<file path="src/rtl/gc_response_rx.sv">
// GameCube controller reply receiver: pulse-width bit decoder with stop-bit
// stripping. Delivers the data bits LSB-first (first wire bit in rx_data[0]).
//
// state       | meaning
// S_IDLE      | waiting for a falling edge with enable high
// S_LOW       | line low, timing the pulse
// S_HIGH      | line high between bits, watching for end of frame
// S_WAIT_HIGH | frame discarded, waiting for the line to go quiet
module gc_response_rx #(
  parameter int CLKS_PER_US = 100,
  parameter int ONE_MAX_US  = 2,
  parameter int LOW_MAX_US  = 5,
  parameter int IDLE_US     = 6,
  parameter int MAX_BITS    = 64
) (
  input  logic                clk100mhz,
  input  logic                rst,
  input  logic                data_in,
  input  logic                enable,
  output logic [MAX_BITS-1:0] rx_data,
  output logic [6:0]          rx_bits,
  output logic                rx_valid,
  output logic                rx_error,
  output logic                busy
);

  localparam int ONE_CNT  = ONE_MAX_US * CLKS_PER_US;
  localparam int LOW_CNT  = LOW_MAX_US * CLKS_PER_US;
  localparam int IDLE_CNT = IDLE_US * CLKS_PER_US;
  localparam int SAT_CNT  = ((LOW_MAX_US > IDLE_US) ? LOW_MAX_US : IDLE_US) * CLKS_PER_US;
  localparam int CW       = $clog2(SAT_CNT + 1);

  // The counter is cleared in the cycle that acts on an edge, so a pulse of
  // W cycles leaves the counter at W-1; all limits are compared one lower.
  localparam logic [CW-1:0] ONE_LIM  = CW'(ONE_CNT - 1);
  localparam logic [CW-1:0] LOW_LIM  = CW'(LOW_CNT - 1);
  localparam logic [CW-1:0] IDLE_LIM = CW'(IDLE_CNT - 1);
  localparam logic [CW-1:0] SAT_LIM  = CW'(SAT_CNT);

  typedef enum logic [1:0] {S_IDLE, S_LOW, S_HIGH, S_WAIT_HIGH} state_t;

  state_t            state, state_n;
  logic              sync1, sync2, line_prev;
  logic              edge_rise, edge_fall, any_edge;
  logic [CW-1:0]     cnt;
  logic [MAX_BITS:0] shreg;
  logic [6:0]        bitcnt;
  logic              clr_frame, store_bit, bit_val, valid_n, error_n;
  logic              stop_bit;
  logic [MAX_BITS-1:0] stop_mask;

  assign edge_rise = sync2 & ~line_prev;
  assign edge_fall = ~sync2 & line_prev;
  assign any_edge  = sync2 ^ line_prev;
  assign busy      = (state != S_IDLE);
  assign stop_bit  = shreg[bitcnt - 7'd1];
  assign stop_mask = {{(MAX_BITS-1){1'b0}}, 1'b1} << (bitcnt - 7'd1);

  always_comb begin
    state_n   = state;
    clr_frame = 1'b0;
    store_bit = 1'b0;
    bit_val   = (cnt < ONE_LIM);
    valid_n   = 1'b0;
    error_n   = 1'b0;
    case (state)
      S_IDLE: begin
        if (enable && edge_fall) begin
          state_n   = S_LOW;
          clr_frame = 1'b1;
        end
      end
      S_LOW: begin
        if (!enable) begin
          state_n = S_IDLE;
        end else if (cnt >= LOW_LIM) begin
          error_n = 1'b1;
          state_n = S_WAIT_HIGH;
        end else if (edge_rise) begin
          if (bitcnt > 7'(MAX_BITS)) begin
            error_n = 1'b1;
            state_n = S_WAIT_HIGH;
          end else begin
            store_bit = 1'b1;
            state_n   = S_HIGH;
          end
        end
      end
      S_HIGH: begin
        if (!enable) begin
          state_n = S_IDLE;
        end else if (edge_fall) begin
          state_n = S_LOW;
        end else if (cnt >= IDLE_LIM) begin
          if (!stop_bit || bitcnt == 7'd1) error_n = 1'b1;
          else                             valid_n = 1'b1;
          state_n = S_IDLE;
        end
      end
      S_WAIT_HIGH: begin
        // A saturated count from a long low must not end the wait on the rise.
        if (sync2 && !any_edge && cnt >= IDLE_LIM) state_n = S_IDLE;
      end
      default: state_n = S_IDLE;
    endcase
  end

  always_ff @(posedge clk100mhz or posedge rst) begin
    if (rst) begin
      sync1     <= 1'b1;
      sync2     <= 1'b1;
      line_prev <= 1'b1;
      cnt       <= '0;
      state     <= S_IDLE;
      shreg     <= '0;
      bitcnt    <= '0;
      rx_data   <= '0;
      rx_bits   <= '0;
      rx_valid  <= 1'b0;
      rx_error  <= 1'b0;
    end else begin
      sync1     <= data_in;
      sync2     <= sync1;
      line_prev <= sync2;
      if (any_edge)            cnt <= '0;
      else if (cnt != SAT_LIM) cnt <= cnt + CW'(1);
      state    <= state_n;
      rx_valid <= valid_n;
      rx_error <= error_n;
      if (clr_frame) begin
        shreg  <= '0;
        bitcnt <= '0;
      end else if (store_bit) begin
        shreg[bitcnt] <= bit_val;
        bitcnt        <= bitcnt + 7'd1;
      end
      if (valid_n) begin
        rx_data <= shreg[MAX_BITS-1:0] & ~stop_mask;
        rx_bits <= bitcnt - 7'd1;
      end
    end
  end

endmodule

</file>
<file path="config.mk">
export PLATFORM = sky130hd
export DESIGN_NAME = gc_response_rx
export DESIGN_NICKNAME = d
export VERILOG_FILES = /design/src/rtl/gc_response_rx.sv
export SDC_FILE = /design/constraint.sdc
export NUM_CORES = 1
export LEC_CHECK = 0
export CAP_MARGIN = 25
export CORE_UTILIZATION = 52
export CTS_CLUSTER_SIZE = 30
export DETAILED_ROUTE_END_ITERATION = 8
export GPL_ROUTABILITY_DRIVEN = 0
export GPL_TIMING_DRIVEN = 0
export PLACE_DENSITY = 0.84
export SYNTH_ARGS = -nofsm -noshare
export SYNTH_HDL_FRONTEND = slang
export SYNTH_SLANG_ARGS = --single-unit
</file>
<file path="constraint.sdc">
create_clock -name clk100mhz -period 5.4 [get_ports clk100mhz]
set_input_delay 1.08 -clock clk100mhz [delete_from_list [all_inputs] [get_ports clk100mhz]]
set_output_delay 1.08 -clock clk100mhz [all_outputs]
set_load 0.02 [all_outputs]
</file>
==> impl_metrics.tcl <==
set metrics [dict create \
    p_total_w 0.00353 \
    nNetsFinal 991 \
    core-area_um2 15900 \
    crit_type "reg -> reg" \
    clock_path_buffers 2 \
    max_stage_delay_ps 780 \
    ant_nets 0 \
    worstSetupStartpointType "register" \
    grt_pass1_wl_um 36500 \
    drv_slew 0 \
    syn_inst 873 \
    status "complete, no violations" \
    grt_max_degree 131 \
    swShare_pct 38.6 \
    cts_buffers 17 \
    final_area_um2 10100 \
    yosys_warnings 0 \
    grt_use_total_pct 29.3 \
    dr_total_vias 7159 \
    critPathSlowestCell "ha_1" \
    min_path_type "reg -> reg" \
    path_clk_slew_ps 60 \
    synth_nets 893 \
    hpwlAfterDp_um 15400 \
    p_per_area_nw_per_um2 351 \
    finalCritPeriodShare_pct 92.7 \
    drt-total-wl_um 23100 \
    worstPathBufferInverterCount 8 \
    overflow 0 \
    async_reset_ff_share_pct 100 \
    die_area_um2 16700 \
    synth_flop_cell "dfrtp_1" \
    drive_above_1_share_pct 8.54 \
    skew_ps 9.78 \
    cts_root_buffer "clkbuf_16" \
    netlist_area_um2 8440 \
    ctsResizeCount 1 \
    p_sw_w 0.00136 \
    setup_viol 0 \
    antenna_found_initial 0 \
    fin_crit_ps 5000 \
    grt_pass1_vias 6886 \
    drt-pass1-iter-count 7 \
    internal_power_w 0.00217 \
    hold_buffers 0 \
    port_buffers 77 \
    cap_violations 0 \
    drt_iter0_markers 1102 \
    power_frac_comb_pct 32.5 \
    worstPathArrival_ps 5330 \
    path_cells "buf_4, buf_2, clkbuf_2, inv_1, clkbuf_1, ha_1, clkbuf_2, mux4_2, nand2_1, nand4_1, o2111ai_2, a31oi_1, buf_2, buf_6, mux2_4" \
    cts_setup_buffers 0 \
    p_leak_nw 4.49 \
    area_delta_synth_final_pct 19.4 \
    hold_violations 0 \
    ios 78 \
    drc 0 \
    htreeDepth 4 \
    vias_per_cell 5.97 \
    start_util_pct 53.1 \
    dpl_cell_area_um2 9530 \
    seq_area_frac_synth_pct 47.5 \
    pwr-share-clk_pct 31.8 \
    ir_worst_vdd_uv 285 \
    cts.sinks 160 \
    cts_tree "done" \
    grt_setup_unrepaired "no" \
    clock.fmax_mhz 200 \
    ys_seq_elements 160 \
    tightest_slew_ps 1030 \
    wl_per_cell_um 19.2 \
    seqPwrFrac_pct 35.6 \
    synthDistinctLibCells 52 \
    core.rowCount 46 \
    avgSynthCellArea_um2 9.67 \
    synth-edff-count 0 \
    clock_latency_ps 440 \
    fp.dieW_um 129 \
    antenna_cells 0 \
    cp-end-kind "register" \
    critPathTopFamily "buffers and inverters" \
    die_h_um 129 \
    slew_headroom_pct 31.0 \
    worst-path-max-fanout 12 \
    critPathRequiredTime_ps 5720 \
]
==> Yosys cell counts (2+ instances only) <==
| master | number | area (µm²) |
|---|---|---|
| dfrtp_1 | 157 | 3930 |
| nor2_1 | 73 | 274 |
| a41oi_1 | 4 | 35.0 |
| o21ai_0 | 83 | 415 |
| buf_4 | 7 | 52.6 |
| ha_1 | 16 | 200 |
| nor4b_1 | 2 | 17.5 |
| inv_1 | 79 | 297 |
| mux4_2 | 17 | 383 |
| nor3_1 | 9 | 45.0 |
| buf_2 | 4 | 20.0 |
| o22ai_1 | 2 | 12.5 |
| dfstp_2 | 3 | 78.8 |
| a31oi_1 | 2 | 12.5 |
| nand3_1 | 37 | 185 |
| nand2_1 | 109 | 409 |
| clkbuf_1 | 35 | 131 |
| and3_1 | 2 | 12.5 |
| or3_1 | 6 | 37.5 |
| or2_2 | 4 | 25.0 |
| a21oi_1 | 39 | 195 |
| nand4_1 | 7 | 43.8 |
| nand2b_1 | 5 | 31.3 |
| xnor2_1 | 14 | 123 |
| xor2_1 | 8 | 70.1 |
| mux2_4 | 3 | 45.0 |
| nor4_1 | 8 | 50.1 |
| and2_1 | 9 | 56.3 |
| mux2i_1 | 99 | 991 |
| nor2b_1 | 4 | 25.0 |
| buf_6 | 3 | 33.8 |
| nand4b_1 | 3 | 26.3 |
==> flip-flops by register name, summed over array words and instances, names as in the netlist <==
signal / count
shreg: 65
rx_data: 64
rx_error: 1
line_prev: 1
rx_valid: 1
cnt: 10
bitcnt: 7
state: 2
rx_bits: 7
sync2: 1
sync1: 1
==> logic make-up (layout without fill, tap and decap cells) <==
family | count (synthesis) | after routing | share of synthesized area (%)
buffers and inverters | 130 | 241 | 6.42
and+or+nand+nor | 283 | 283 | 15.2
AOI/OAI and AO/OA | 142 | 142 | 9.25
xor gates and xnor gates | 22 | 22 | 2.28
adders and majority gates | 16 | 16 | 2.37
muxes | 120 | 120 | 16.9
DFF | 160 | 160 | 47.5
==> layout by cell type (no fill, tap or decap), types with 4 or more instances in the layout <==
cell / Yosys / routed
nand2b_1: 5 / 5
or3_1: 6 / 6
nand3_1: 37 / 37
nor3_1: 9 / 7
nand4_1: 7 / 7
o21ai_0: 83 / 83
xnor2_1: 14 / 14
buf_4: 7 / 7
clkbuf_1: 35 / 34
nor2_1: 73 / 73
clkinvlp_4: 0 / 4
nor4_1: 8 / 8
clkinv_2: 0 / 5
or2_2: 4 / 4
nor2b_1: 4 / 4
clkdlybuf4s50_1: 0 / 77
a41oi_1: 4 / 4
a21oi_1: 39 / 39
mux2i_1: 99 / 99
dfrtp_1: 157 / 157
ha_1: 16 / 16
and2_1: 9 / 9
inv_1: 79 / 78
buf_2: 4 / 6
nand2_1: 109 / 109
mux4_2: 17 / 17
xor2_1: 8 / 8
clkbuf_16: 0 / 17
==> metal layers <==
metal	track usage (%)	part of all wire, %	up-vias
li1	-	-	3164
met2	45.3	47	493
met4	12.5	3.2	0
met1	38.8	38	3427
met3	8.13	11	75
met5	0	0	-
==> cell type report <==
type                            count  area, µm²
Inverter                           80        308
Clock buffer                       21        450
Multi-Input combinational cell    583       3900
Timing Repair Buffer               80        808
Sequential cell                   160       4010
Tap cell                          216        270
Buffer                             49        241
Clock inverter                     11       93.8
Fill cell                        1298       5810
==> power by group through the flow <==
stage / Combinational [W] / Sequential (W) / Clock, W
after global routing: 0.00121 / 0.00126 / 0.00117
after floorplan: 0.000705 / 0.00127 / 0
final: 0.00115 / 0.00126 / 0.00112
after detailed placement: 0.00109 / 0.00128 / 0
after global placement: 0.00106 / 0.00128 / 0
after CTS: 0.00110 / 0.00126 / 0.00113
==> worst reg2reg max path, cell delays in order (launching register included) <==
cell and delay [ps]:
dfrtp_1 430, buf_4 250, buf_2 450, clkbuf_2 360, inv_1 110, clkbuf_1 320
ha_1 790, clkbuf_2 460, mux4_2 290, nand2_1 60, nand4_1 130, o2111ai_2 200
a31oi_1 220, buf_2 300, buf_6 230, mux2_4 310
==> through the flow <==
stage / hold WS, ps / utilization (%) / setup WS [ps] / setup TNS [ps] / instances
after floorplan: 345 / - / 5.05 / 0 / 873
after global placement: 347 / 59.7 / -2090 / -327290 / 1166
after detailed placement: 349 / 60.0 / -230 / -9120 / 1168
after CTS: 358 / 63.4 / 32.0 / 0 / 1200
after global routing: 364 / 63.5 / 147 / 0 / 1200
final: 357 / 63.5 / 396 / 0 / 1200
==> path summary, 6_finish.rpt <==
| path | startpoint | cells past startpoint | slack [ps] | end |
|---|---|---|---|---|
| min in group asynchronous | rst | 2 | 990 | cnt[7] |
| hold reg to reg | sync1 | 0 | 360 | sync2 |
| setup reg to reg | bitcnt[0] | 15 | 400 | rx_bits[3] |
| hold / removal | sync1 | 0 | 360 | sync2 |
| max in group asynchronous | rst | 3 | 3430 | cnt[9] |
| setup / recovery | bitcnt[0] | 15 | 400 | rx_bits[3] |
(Power assumes the default switching activity.)
==> RTL edit 1 (same settings) <==
The parameter `CLKS_PER_US` goes from 100 to 200.
--- a/src/rtl/gc_response_rx.sv
+++ b/src/rtl/gc_response_rx.sv
@@ -7,7 +7,7 @@
 // S_HIGH      | line high between bits, watching for end of frame
 // S_WAIT_HIGH | frame discarded, waiting for the line to go quiet
 module gc_response_rx #(
-  parameter int CLKS_PER_US = 100,
+  parameter int CLKS_PER_US = 200,
   parameter int ONE_MAX_US  = 2,
   parameter int LOW_MAX_US  = 5,
   parameter int IDLE_US     = 6,
Behaviour: same outputs for any inputs over 10 cycles, from zero or initial values and one cycle with rst high; that may be too few to reach the edited logic, so the function may still have changed.
==> RTL edit 1 against the original RTL <==
- sequential share of layout area shrank 1.1 points
- synthesized area increased by 2.7%
- final cell count rose by 3.4%
- cell area grew 3.6%
- total power grew 12%
- sequential cell count grew 1
- critical path type unchanged
- routed wire length rose by 6.7%
- first-iteration DRC count down 17%
- worst setup slack worse by 0.22 ns
==> RTL edit 1: results (changes against the original RTL) <==
- Starting DRT DRC Count: 914 (-17%)
- Critical Path Source: bitcnt[0]$_DFFE_PP0P_
- First-pass GRT wire length: 39.6 mm (+8.4%)
- Pleak: 4.72 nW (+5.1%)
- # port buffers: 77 (unchanged)
- GR Layer Usage met2: 45.7% (+0.43 points)
- Fraction of registers with async set/reset: 100% (unchanged)
- CTS max path bufs: 2 (unchanged)
- Synth top cells by count: dfrtp_1, nand2_1, nand3_1
- Met3 usage: 5.83% (-2.3 points)
- Post-Place Setup Slack: 0.0955 ns (+0.325 ns)
- Total track usage: 29.7% (+0.39 points)
- Filler instances: 1253 (-3.5%)
- Syn Inst Count: 911 (+4.4%)
- Pre-antenna DRT Iters: 5 (-2)
- Slew @ Worst Pin: 0.940 ns (-0.0854 ns)
- Worst path slowest cell: o31ai_4
- Ratio of cells with drive above 1 in the final layout: 8.20% (-0.34 points)
- Top Family by Delay on Critical Path: buffers and inverters
- Root buf cell: clkbuf_16
- Pin count of the biggest net entering global routing: 44 (-66%)
- Wirelength, routed: 24.6 mm (+6.7%)
- Critical path launch point type: flip-flop
- Antenna diodes: 0 (unchanged)
- Top Registers: shreg x65, rx_data x64, cnt x11
- CTS Buf Count: 17 (unchanged)
- Status: completed
- Syn_nets: 930 (+4.1%)
- Crit path DAT: 5.54 ns (+0.21 ns)
- Postcts setup bufs: 0 (unchanged)
- Clk_lat worst skew: 0.44 ns (about the same)
- Clk_skew: 0.00960 ns (-0.000186 ns)
- Synth Warn #: 0 (unchanged)
- Dpl hpwl: 17.3 mm (+12%)
- # placed instances: 1209 (+3.5%)
- CTS clk-pin slew, worst paths: 0.06 ns (about the same)
- Peak supply drop: 0.275 mV (-3.7%)
- Layout net count: 1032 (+4.1%)
- DR vias/cell: 6.11 (+2.4%)
- Slowest stage delay, CP: 0.61 ns (-0.17 ns)
- Area contributors post-synth: dfrtp_1, nand2_1, mux2i_1
- Via count: 7578 (+5.9%)
- Yosys cell types: 57 (+9.6%)
- Post-synthesis sequential area ratio: 46.5% (-0.97 points)
- Worst Path Max Fanout: 10 (-2)
- H-tree depth: 4 (unchanged)
- Vias in the first global route: 7462 (+8.4%)
- Antenna violations before repair: 0 (unchanged)
- Met1 Use GR: 39.6% (+0.86 points)
- Worst hold path type: flip-flop to flip-flop
- Hold path start: sync1$_DFF_PP1_
-- RTL edit 1: cell types whose count changed in the layout (fill, tap and decap cells not counted), sizes merged, moves of 6 or more --
cell	delta
xor2	-6
nand3	+27
clkbuf	+12
nor2	-29
a21boi	+35
mux2i	-51
nor3	+11
nand2	+34
a21oi	+23
inv	-25
mux2	+33
o21ai	-38
-- RTL edit 1: metrics by stage --
| step | power, mW | hold WS, ns | instance area, sq um |
|---|---|---|---|
| detailed placement | 2.57 | 0.348 | 9790 |
| finish | 3.95 | 0.356 | 10400 |
| global route | 4.08 | 0.368 | 10400 |
| global placement | 2.53 | 0.347 | 9710 |
| floorplan | 2.14 | 0.345 | 8670 |
| CTS | 3.89 | 0.357 | 10400 |
-- RTL edit 1: path summary, 6_finish.rpt --
check,end,slack (ns),depth (start not counted)
min reg2reg,sync2$_DFF_PP1_,0.36,0
max in group asynchronous,shreg[58]$_DFFE_PP0P_,3.26,4
max,rx_data[6]$_DFFE_PP0P_,0.18,13
min,sync2$_DFF_PP1_,0.36,0
min in group asynchronous,rx_valid$_DFF_PP0_,1.16,2
max reg2reg,rx_data[6]$_DFFE_PP0P_,0.18,13
-- RTL edit 1: cells by family (layout without fill, tap and decap cells) --
group / Yosys count / after routing / share of synthesized area, %
muxes: 101 / 101 / 14.5
buffers and inverters: 115 / 229 / 5.37
and+or+nand+nor: 330 / 330 / 17.6
AOI/OAI and AO/OA: 171 / 171 / 12.1
xor gates and xnor gates: 18 / 18 / 1.82
adders and majority gates: 15 / 15 / 2.17
DFF: 161 / 161 / 46.5
-- RTL edit 1: power by group --
group          total (mW)  internal (mW)  switching [mW]
logic                1.35          0.378           0.976
registers            1.29           1.25          0.0401
clock network        1.31          0.794           0.519
-- RTL edit 1: metal layers --
metal / up-vias / routed length, um
li1: 3339 / -
met5: - / 0
met3: 99 / 2580
met1: 3633 / 9800
met2: 507 / 11100
met4: 0 / 1130
-- RTL edit 1: final cells by class --
class,instances,area share [%]
plain buffers,65,2.68
clock buffers,18,4.21
clock inverters,13,1.92
inverters,50,1.83
multi-input cells,635,40.0
flip-flops and latches,161,38.6
well taps,216,2.59
repair buffers,83,8.17
-- RTL edit 1: what timing repair did --
| action | 4_1_cts | 5_1_grt |
|---|---|---|
| hold buffers | 0 | 0 |
| endpoints found under the setup margin | 0 | 69 |
| gates resized for setup | 0 | 5 |
==> RTL edit 2 (config.mk and constraints unchanged) <==
Made on the original files. The output `rx_error` loses its register stage (`rx_error` becomes a continuous assignment).
--- a/src/rtl/gc_response_rx.sv
+++ b/src/rtl/gc_response_rx.sv
@@ -117,7 +117,6 @@
       rx_data   <= '0;
       rx_bits   <= '0;
       rx_valid  <= 1'b0;
-      rx_error  <= 1'b0;
     end else begin
       sync1     <= data_in;
       sync2     <= sync1;
@@ -126,7 +125,6 @@
       else if (cnt != SAT_LIM) cnt <= cnt + CW'(1);
       state    <= state_n;
       rx_valid <= valid_n;
-      rx_error <= error_n;
       if (clr_frame) begin
         shreg  <= '0;
         bitcnt <= '0;
@@ -141,5 +139,7 @@
     end
   end
 
+  assign rx_error = error_n;
+
 endmodule
 
Behaviour: no difference found for any inputs over 4 cycles, from zero or initial values and one cycle with rst high; that may be too few to reach the edited logic, so the function may still have changed.
==> RTL edit 2 against the original RTL <==
- synthesized cell count shrank 0.11%
- total power is 8.1% higher
- cell area increased by 1.5%
- final cell count is essentially flat
- die area decreased by 0.29%
- first-iteration DRC count decreased by 7.3%
- sequential cell count shrank 1
- synthesized area shrank 0.30%
- clock power rose by 17%
- global-route usage is 0.16 points lower
- routed wire length decreased by 0.15%
- largest cell class unchanged
- worst setup slack worse by 0.29 ns
==> RTL edit 2: results (changes against the original RTL) <==
- Metal-1 WL: 9.14 mm (+3.5%)
- First-pass GRT wire length: 36.4 mm (-0.38%)
- Post-synthesis sequential area ratio: 47.3% (-0.16 points)
- Met1 Use GR: 39.1% (+0.37 points)
- Status: completed
- Synth top cells by count: dfrtp_1, nand2_1, mux2i_1
- Worst hold path type: flip-flop to flip-flop
- R2R cell count: 15 (unchanged)
- Dpl hpwl: 15.4 mm (-0.11%)
- Starting DRT DRC Count: 1022 (-7.3%)
- Vias in the first global route: 6828 (-0.84%)
- Flop2flop setup slack: 0.99 ns (+0.59 ns)
- Met3 usage: 7.27% (-0.87 points)
- GR Layer Usage met2: 43.4% (-1.8 points)
- Pleak: 4.55 nW (+1.5%)
- Pre-antenna DRT Iters: 6 (-1)
- Worst path slowest cell: mux4_2
- WHS: 0.360 ns (+0.00303 ns)
- Slowest stage delay, CP: 0.50 ns (-0.28 ns)
- Hold path start: sync1$_DFF_PP1_
- Syn_nets: 892 (-0.11%)
- Total track usage: 29.1% (-0.16 points)
- DR vias/cell: 5.99 (+0.39%)
- Met2 Wirelength: 10.5 mm (-3.5%)
- Layout net count: 994 (+0.30%)
- Peak supply drop: 0.317 mV (+11%)
- Antenna violations before repair: 0 (unchanged)
- Ratio of cells with drive above 1 in the final layout: 9.44% (+0.91 points)
- Pin count of the biggest net entering global routing: 130 (-0.76%)
- Wirelength, routed: 23.0 mm (-0.15%)
- Filler instances: 1242 (-4.3%)
- Crit path DAT: 4.21 ns (-1.12 ns)
- Slew Limit Headroom: 29.1% (-2.0 points)
- Routed length on met3: 2.35 mm (-10%)
- Area contributors post-synth: dfrtp_1, mux2i_1, o21ai_0
- Clk_skew: 0.00904 ns (-0.000742 ns)
- Fraction of registers with async set/reset: 100% (unchanged)
[RTL edit 2: cell types whose count changed in the layout (fill, tap and decap cells not counted), sizes merged]
cell,delta
buf,+5
bufinv,+4
clkinv,-3
clkbuf,-2
clkinvlp,-2
clkdlybuf4s18,+1
clkdlybuf4s50,-1
dfrtp,-1
[RTL edit 2: layout make-up]
class / instances / area share (%)
Timing Repair Buffer: 84 / 8.17
Clock buffer: 20 / 4.37
Tap cell: 216 / 2.64
Clock inverter: 10 / 1.83
Buffer: 49 / 2.56
Inverter: 80 / 3.01
Sequential cell: 159 / 38.9
Multi-Input combinational cell: 583 / 38.5
[RTL edit 2: per-stage QoR]
step / setup TNS [ns] / instance area (sq um) / cells / util [%] / setup slack [ns]
CTS: 0 / 10200 / 1200 / 64.4 / 0.0208
global route: 0 / 10200 / 1201 / 64.6 / 0.0185
global placement: -328.19 / 9460 / 1165 / 59.7 / -2.10
floorplan: 0 / 8410 / 872 / - / 0.0334
finish: 0 / 10200 / 1201 / 64.6 / 0.105
detailed placement: -8.41 / 9520 / 1169 / 60.1 / -1.29
[RTL edit 2: cells by family after synthesis]
| kind of cell | synth area share [%] |
|---|---|
| buffers and inverters | 6.44 |
| flip-flops | 47.3 |
| AO/OA/AOI/OAI | 9.28 |
| AND/OR/NAND/NOR | 15.3 |
| XOR/XNOR | 2.29 |
| multiplexers | 17.0 |
| adder cells (fa/ha/maj) | 2.38 |
[RTL edit 2: how the worst max path moves through the flow]
stage | cells past startpoint | startpoint | slack (ns) | endpoint
after floorplan | 1 | rst | 0.03 | bitcnt[0]$_DFFE_PP0P_
after detailed placement | 15 | bitcnt[0]$_DFFE_PP0P_ | -1.29 | rx_error
after CTS | 13 | bitcnt[0]$_DFFE_PP0P_ | 0.02 | rx_error
after global placement | 2 | rst | -2.10 | rx_data[42]$_DFFE_PP0P_
after global routing | 13 | bitcnt[0]$_DFFE_PP0P_ | 0.02 | rx_error
final | 13 | bitcnt[0]$_DFFE_PP0P_ | 0.11 | rx_error
[RTL edit 2: critical path, delay by kind of cell, from the launching register on]
| kind | cells | cell delay (ns) |
|---|---|---|
| AOI/OAI and AO/OA | 2 | 0.49 |
| adders and majority gates | 1 | 0.38 |
| buffers and inverters | 7 | 1.40 |
| DFF | 1 | 0.45 |
| muxes | 2 | 0.83 |
| and+or+nand+nor | 1 | 0.20 |
[RTL edit 2: power by group]
group	leakage (nW)	total, mW	internal (mW)	switching, mW
Combinational	2.40	1.26	0.369	0.886
Sequential	1.85	1.25	1.22	0.0304
Clock	0.302	1.31	0.827	0.485
Total	4.55	3.82	2.42	1.40
[RTL edit 2: timing repair]
action | in CTS | in global routing
pin swaps | 1 | 1
setup endpoints to repair | 71 | 1
hold endpoints to repair | 0 | 0
gates resized for setup | 12 | 11
buffers inserted | 2 | 1
gates cloned | 0 | 0
